$ cat src/rtl/usb_tx_packetizer_if.sv
// usb_tx_packetizer_if: command, payload-source and UTMI transmit signals of the USB DATA packetizer
interface usb_tx_packetizer_if #(
    parameter int LEN_W = 7
);
    logic             send_data;
    logic [3:0]       pid;
    logic [LEN_W-1:0] len;
    logic [7:0]       in_data;
    logic             in_valid;
    logic             in_ready;
    logic [7:0]       tx_data;
    logic             tx_valid;
    logic             tx_ready;
    logic             busy;
    logic             done;
    logic             err;
    modport master (
        output send_data, pid, len, in_data, in_valid, tx_ready,
        input  in_ready, tx_data, tx_valid, busy, done, err
    );
    modport slave (
        input  send_data, pid, len, in_data, in_valid, tx_ready,
        output in_ready, tx_data, tx_valid, busy, done, err
    );
endinterface

$ cat src/rtl/usb_tx_packetizer.sv
// usb_tx_packetizer: streams PID, payload and on-the-fly CRC16 of a USB DATA packet onto UTMI transmit
module usb_tx_packetizer #(
    parameter int MAX_LEN = 64,
    parameter int LEN_W   = 7
) (
    input logic                clk,
    input logic                reset,
    usb_tx_packetizer_if.slave bus
);
    localparam logic [LEN_W-1:0] MAX_L = LEN_W'(MAX_LEN);

    typedef enum logic [2:0] {IDLE, PID, DATA, CRC_LO, CRC_HI} state_t;

    state_t           state_q, state_d;
    logic [LEN_W-1:0] len_q, len_d;
    logic [LEN_W-1:0] cnt_q, cnt_d;
    logic [LEN_W-1:0] snt_q, snt_d;
    logic [7:0]       pf_q, pf_d;
    logic             pf_v_q, pf_v_d;
    logic [15:0]      crc_q, crc_d;
    logic [7:0]       tx_data_q, tx_data_d;
    logic             tx_valid_q, tx_valid_d;
    logic             busy_q, busy_d;
    logic             done_q, done_d;
    logic             err_q, err_d;
    logic             in_rdy, acc, fetch, avail, abort;
    logic [7:0]       nxt_byte;
    logic [15:0]      crc_nxt;

    // Reflected CRC16 (poly 0xA001) advanced by one byte, LSB first
    function automatic logic [15:0] crc16_byte(input logic [15:0] c, input logic [7:0] b);
        logic [15:0] r;
        r = c ^ {8'h00, b};
        for (int i = 0; i < 8; i++) r = r[0] ? ((r >> 1) ^ 16'hA001) : (r >> 1);
        return r;
    endfunction

    // A byte fetched this cycle may bypass the prefetch register straight onto tx_data,
    // so an accept never underruns while the source keeps pace with the UTMI side
    assign in_rdy   = (state_q == PID || state_q == DATA) && cnt_q < len_q && (!pf_v_q || bus.tx_ready);
    assign acc      = tx_valid_q && bus.tx_ready;
    assign fetch    = in_rdy && bus.in_valid;
    assign avail    = pf_v_q || fetch;
    assign nxt_byte = pf_v_q ? pf_q : bus.in_data;
    assign crc_nxt  = crc16_byte(crc_q, tx_data_q);

    assign bus.in_ready = in_rdy;
    assign bus.tx_data  = tx_data_q;
    assign bus.tx_valid = tx_valid_q;
    assign bus.busy     = busy_q;
    assign bus.done     = done_q;
    assign bus.err      = err_q;

    // Next-state: packet sequencing, prefetch bookkeeping, CRC accumulation and status pulses
    always_comb begin
        state_d    = state_q;
        len_d      = len_q;
        cnt_d      = cnt_q;
        snt_d      = snt_q;
        pf_d       = pf_q;
        pf_v_d     = pf_v_q;
        crc_d      = crc_q;
        tx_data_d  = tx_data_q;
        tx_valid_d = tx_valid_q;
        busy_d     = busy_q;
        done_d     = 1'b0;
        err_d      = 1'b0;
        abort      = 1'b0;
        if (fetch) begin
            pf_d   = bus.in_data;
            pf_v_d = 1'b1;
            cnt_d  = cnt_q + 1'b1;
        end
        case (state_q)
            IDLE: begin
                if (bus.send_data && bus.len > MAX_L) begin
                    err_d = 1'b1;
                end else if (bus.send_data) begin
                    state_d    = PID;
                    len_d      = bus.len;
                    cnt_d      = '0;
                    snt_d      = '0;
                    pf_v_d     = 1'b0;
                    crc_d      = 16'hFFFF;
                    tx_data_d  = {~bus.pid, bus.pid};
                    tx_valid_d = 1'b1;
                    busy_d     = 1'b1;
                end
            end
            PID: begin
                if (acc && len_q == '0) begin
                    state_d   = CRC_LO;
                    tx_data_d = ~crc_q[7:0];
                end else if (acc && avail) begin
                    state_d   = DATA;
                    tx_data_d = nxt_byte;
                    snt_d     = snt_q + 1'b1;
                    pf_v_d    = pf_v_q && fetch;
                end else if (acc) begin
                    abort = 1'b1;
                end
            end
            DATA: begin
                if (acc) crc_d = crc_nxt;
                if (acc && snt_q == len_q) begin
                    state_d   = CRC_LO;
                    tx_data_d = ~crc_nxt[7:0];
                end else if (acc && avail) begin
                    tx_data_d = nxt_byte;
                    snt_d     = snt_q + 1'b1;
                    pf_v_d    = pf_v_q && fetch;
                end else if (acc) begin
                    abort = 1'b1;
                end
            end
            CRC_LO: begin
                if (acc) begin
                    state_d   = CRC_HI;
                    tx_data_d = ~crc_q[15:8];
                end
            end
            CRC_HI: begin
                if (acc) begin
                    state_d    = IDLE;
                    tx_valid_d = 1'b0;
                    busy_d     = 1'b0;
                    done_d     = 1'b1;
                end
            end
            default: state_d = IDLE;
        endcase
        if (abort) begin
            state_d    = IDLE;
            tx_valid_d = 1'b0;
            busy_d     = 1'b0;
            pf_v_d     = 1'b0;
            err_d      = 1'b1;
        end
    end

    // State and output registers; reset takes effect immediately
    always_ff @(posedge clk or posedge reset) begin
        if (reset) begin
            state_q    <= IDLE;
            len_q      <= '0;
            cnt_q      <= '0;
            snt_q      <= '0;
            pf_q       <= '0;
            pf_v_q     <= 1'b0;
            crc_q      <= 16'hFFFF;
            tx_data_q  <= '0;
            tx_valid_q <= 1'b0;
            busy_q     <= 1'b0;
            done_q     <= 1'b0;
            err_q      <= 1'b0;
        end else begin
            state_q    <= state_d;
            len_q      <= len_d;
            cnt_q      <= cnt_d;
            snt_q      <= snt_d;
            pf_q       <= pf_d;
            pf_v_q     <= pf_v_d;
            crc_q      <= crc_d;
            tx_data_q  <= tx_data_d;
            tx_valid_q <= tx_valid_d;
            busy_q     <= busy_d;
            done_q     <= done_d;
            err_q      <= err_d;
        end
    end
endmodule

$ cat src/flat_wrapper.sv
// flat-port wrapper written by rule: the top's interface ports become plain ports
module usb_tx_packetizer_flat 
#(
    parameter int MAX_LEN = 64,
    parameter int LEN_W   = 7
)
  (clk, reset, bus_send_data, bus_pid, bus_len, bus_in_data, bus_in_valid, bus_tx_ready, bus_in_ready, bus_tx_data, bus_tx_valid, bus_busy, bus_done, bus_err);
  usb_tx_packetizer_if #(.LEN_W(LEN_W)) bus_i ();
  input logic clk;
  input logic reset;
  input wire logic [$bits(bus_i.send_data)-1:0] bus_send_data;
  input wire logic [$bits(bus_i.pid)-1:0] bus_pid;
  input wire logic [$bits(bus_i.len)-1:0] bus_len;
  input wire logic [$bits(bus_i.in_data)-1:0] bus_in_data;
  input wire logic [$bits(bus_i.in_valid)-1:0] bus_in_valid;
  input wire logic [$bits(bus_i.tx_ready)-1:0] bus_tx_ready;
  output wire logic [$bits(bus_i.in_ready)-1:0] bus_in_ready;
  output wire logic [$bits(bus_i.tx_data)-1:0] bus_tx_data;
  output wire logic [$bits(bus_i.tx_valid)-1:0] bus_tx_valid;
  output wire logic [$bits(bus_i.busy)-1:0] bus_busy;
  output wire logic [$bits(bus_i.done)-1:0] bus_done;
  output wire logic [$bits(bus_i.err)-1:0] bus_err;
  assign bus_i.send_data = bus_send_data;
  assign bus_i.pid = bus_pid;
  assign bus_i.len = bus_len;
  assign bus_i.in_data = bus_in_data;
  assign bus_i.in_valid = bus_in_valid;
  assign bus_i.tx_ready = bus_tx_ready;
  assign bus_in_ready = bus_i.in_ready;
  assign bus_tx_data = bus_i.tx_data;
  assign bus_tx_valid = bus_i.tx_valid;
  assign bus_busy = bus_i.busy;
  assign bus_done = bus_i.done;
  assign bus_err = bus_i.err;
  usb_tx_packetizer #(.MAX_LEN(MAX_LEN), .LEN_W(LEN_W)) u_core (.clk(clk), .reset(reset), .bus(bus_i));
endmodule
$ cat config.mk
export PLATFORM = sky130hd
export DESIGN_NAME = usb_tx_packetizer_flat
export DESIGN_NICKNAME = d
export VERILOG_FILES = /design/src/rtl/usb_tx_packetizer_if.sv /design/src/rtl/usb_tx_packetizer.sv /design/src/flat_wrapper.sv
export SDC_FILE = /design/constraint.sdc
export NUM_CORES = 1
export LEC_CHECK = 0
export BUFFER_PORTS_ARGS = -buffer_cell sky130_fd_sc_hd__buf_4
export CAP_MARGIN = 15
export CELL_PAD_IN_SITES_DETAIL_PLACEMENT = 1
export CELL_PAD_IN_SITES_GLOBAL_PLACEMENT = 1
export CORE_ASPECT_RATIO = 0.7
export CORE_MARGIN = 3
export CORE_UTILIZATION = 49
export DETAILED_ROUTE_END_ITERATION = 16
export HOLD_SLACK_MARGIN = 0.03
export PLACE_DENSITY = 0.93
export REMOVE_ABC_BUFFERS = 1
export SLEW_MARGIN = 20
export SYNTH_ARGS = -nofsm -noshare
export SYNTH_HDL_FRONTEND = slang
export SYNTH_SLANG_ARGS = --single-unit
$ cat constraint.sdc
create_clock -name clk -period 5.5 [get_ports clk]
set_clock_uncertainty 0.05 [all_clocks]
set_input_delay 1.65 -clock clk [delete_from_list [all_inputs] [get_ports clk]]
set_output_delay 1.65 -clock clk [all_outputs]
set_load 0.01 [all_outputs]
==> run_results.csv <==
group,metric,value,unit
outcome,status,"finished, final reports clean",
synth,synth_area_leader_cell,"dfrtp_1",
place,place_inst,507,
power,p_clk_frac,0.135,
finish,nets,456,
global_routing,first_global_vias,3297,
routing,ant_nets,0,
place,dp_hpwl,8040,um
routing,route.detailed.wl_per_inst,21.1,um
timing,fin_crit_sh,0.718,
finish,multi_input_area,0.00197,mm2
finish,diodes,0,
critical_path,cp-startpoint,"bus_tx_ready",
place,gp_congestion,0.893,
synth,synth_seq_cells,60,
floorplanning,die_h,78.0,um
power,p_sw,1.27,mW
synth,synth-main-ff-cell,"dfrtp_1",
critical_path,required,3.80,ns
synth,synth_edf_count,0,
critical_path,crit_path_end_kind,"output port",
routing,drc_errors,0,
floorplanning,die_w,109,um
clock_tree,cts_buffer_depth,2,
timing,hold_viol,0,
routing,routed_wl,11000,um
timing,fmax,253,MHz
synth,yosysTopAreaCellShare,0.303,
finish,stdcell_count,523,
clock_tree,cts_setup_buffers,0,
power,p_seq_frac,0.307,
routing,vias,3222,
floorplanning,core,0.00698,mm2
critical_path,critical_path_class,"in2out",
timing,period_needed,3.95,ns
clock_tree,cts_hold_buf,0,
power,powerDensity,680,mW/mm2
synth,synth_commonest_cells,"nor2_1, dfrtp_1, nand2_1, xnor2_1, a21oi_1",
finish,regArea,0.00152,mm2
critical_path,worstPathMaxFanout,3,
critical_path,r2r-start,"u_core.len_q[6]$_DFFE_PP0P_",
clock_tree,clk_pin_slew_worst_paths,0.06,ns
synth,synth_area_leaders,"dfrtp_1, dfstp_2, nor2_1",
power,vdd_drop_max,0.000341,V
timing,drv_slew,0,
global_routing,grt_usage,0.280,
power,combPwrFrac,0.558,
timing,fin_ws,1.55,ns
finish,area_growth,14.2,%
routing,vias_per_cell,6.16,
timing,rsz0062_at_grt,"false",
clock_tree,numCtsBuffers,9,
floorplanning,dieArea,0.00850,mm2
clock_tree,numClockSinks,60,
min_path,hp-start,"u_core.crc_q[11]$_DFFE_PP1P_",
routing,first_iter_violations,250,
min_path,hold_class,"reg2reg",
global_routing,grt_pass1_wl,17900,um
synth,synth_area_per_cell,9.22,um2
synth,seq_area_frac_synth,0.419,
synth,synth-warning-count,0,
critical_path,cp.arrival,2.25,ns
place,io_buffer_count,36,
timing,timing.setup.tns,0,ns
run,max-cap-violations,0,
timing,setup_violations,0,
floorplanning,rows,25,
timing,slew_headroom,0.277,
synth,synthCells,394,
clock_tree,cts_root_buf,"clkbuf_8",
place,pre_cts_slack,1.33,ns
clock_tree,post_cts_resized,0,
floorplanning,ios,37,
synth,synth.distinct_cells,63,
timing,tightest_slew,1.08,ns
floorplanning,start_util,0.521,
finish,fillers,809,
clock_tree,cts_tree,"done",
synth,synth_area,0.00363,mm2
global_routing,overflow,0,
global_routing,grt_max_degree,59,
power,internal_power,1.55,mW
synth,yosysMostFrequentCell,"nor2_1",
finish,layout-drive-gt1-share,0.214,
global_routing,antenna_found_initial,0,
power,power_leakage,1.78,nW
synth,async_flop_share,1.00,
routing,dr.pass1.iters,5,
clock_tree,ctsHtreeMaxLevel,3,
power,swShare,0.451,
clock_tree,clock_latency,0.35,ns
critical_path,crit_path_start_kind,"primary input",
## state kept, by name, summed over array words and instances (netlist names), 3 cells and up
| signal | flops |
|---|---|
| u_core.bus.tx_data | 8 |
| u_core.state_q | 3 |
| u_core.pf_q | 8 |
| u_core.crc_q | 16 |
| u_core.snt_q | 7 |
| u_core.cnt_q | 7 |
| u_core.len_q | 7 |
## critical path, stage by stage
cell and delay (ns):
buf_4 0.12, o21a_1 0.19, o21ai_0 0.08, nor2_1 0.07, buf_4 0.15
## power by group through the flow
stage	Clock, mW	Combinational, mW	Sequential, mW
final	0.381	1.57	0.866
after global routing	0.411	1.71	0.886
after CTS	0.385	1.56	0.855
after detailed placement	0	1.55	0.859
after global placement	0	1.46	0.849
after floorplan	0	1.11	0.798
## cell families after synthesis
family / count (synthesis) / synth area share
AND/OR/NAND/NOR: 133 / 0.177
AO/OA/AOI/OAI: 107 / 0.195
flip-flops: 60 / 0.419
XOR/XNOR: 40 / 0.111
buffers and inverters: 36 / 0.0406
multiplexers: 9 / 0.0276
adder cells (fa/ha/maj): 9 / 0.0303
## cells in the final DEF, fill, tap and decap left out, types with 4 or more instances in the layout
cell type / count
nand3_1: 6
nand2b_1: 7
nor4_1: 4
dfstp_2: 16
o21ai_0: 18
a21oi_1: 19
xor2_1: 13
mux2_2: 7
a22oi_1: 4
ha_1: 8
a31oi_1: 9
nand2_1: 26
buf_4: 40
a2bb2oi_1: 8
dfrtp_1: 44
inv_1: 13
clkbuf_8: 12
o221ai_1: 4
o21ai_1: 17
nor2_1: 57
nand4_1: 5
nor3_1: 10
xnor2_1: 23
## layer usage
metal  up-vias  GRT usage  wire length, um
li1       1455          -                -
met1      1625      0.404             4930
met2       127      0.417             5090
met3        15     0.0797              867
met4         0     0.0656              131
met5         -          0                0
## worst paths after layout
| kind | to | slack (ns) | depth (start not counted) |
|---|---|---|---|
| worst min-delay path | u_core.crc_q[3]$_DFFE_PP1P_ | 0.43 | 2 |
| worst min register to register | u_core.crc_q[3]$_DFFE_PP1P_ | 0.43 | 2 |
| worst max-delay path | bus_in_ready | 1.55 | 5 |
| worst max register to register | u_core.snt_q[2]$_DFFE_PP0P_ | 2.42 | 9 |
| min in group asynchronous | u_core.snt_q[0]$_DFFE_PP0P_ | 1.10 | 2 |
| max in group asynchronous | u_core.pf_q[3]$_DFFE_PP0N_ | 3.39 | 3 |
## cell type report
cell class,count,area share
flip-flops and latches,60,0.367
clock inverters,2,0.00241
multi-input cells,298,0.475
well taps,94,0.0284
clock buffers,14,0.0416
inverters,15,0.0136
repair buffers,40,0.0724
## through the flow
step / utilization / area [um2] / hold WS [ns] / power (mW)
after detailed placement: 0.568 / 3970 / 0.426 / 2.40
after global routing: 0.595 / 4150 / 0.449 / 3.01
after CTS: 0.595 / 4150 / 0.429 / 2.80
final: 0.595 / 4150 / 0.430 / 2.82
after floorplan: - / 3540 / 0.398 / 1.91
after global placement: 0.568 / 3970 / 0.409 / 2.30
Power figures use the tool's default switching activity.
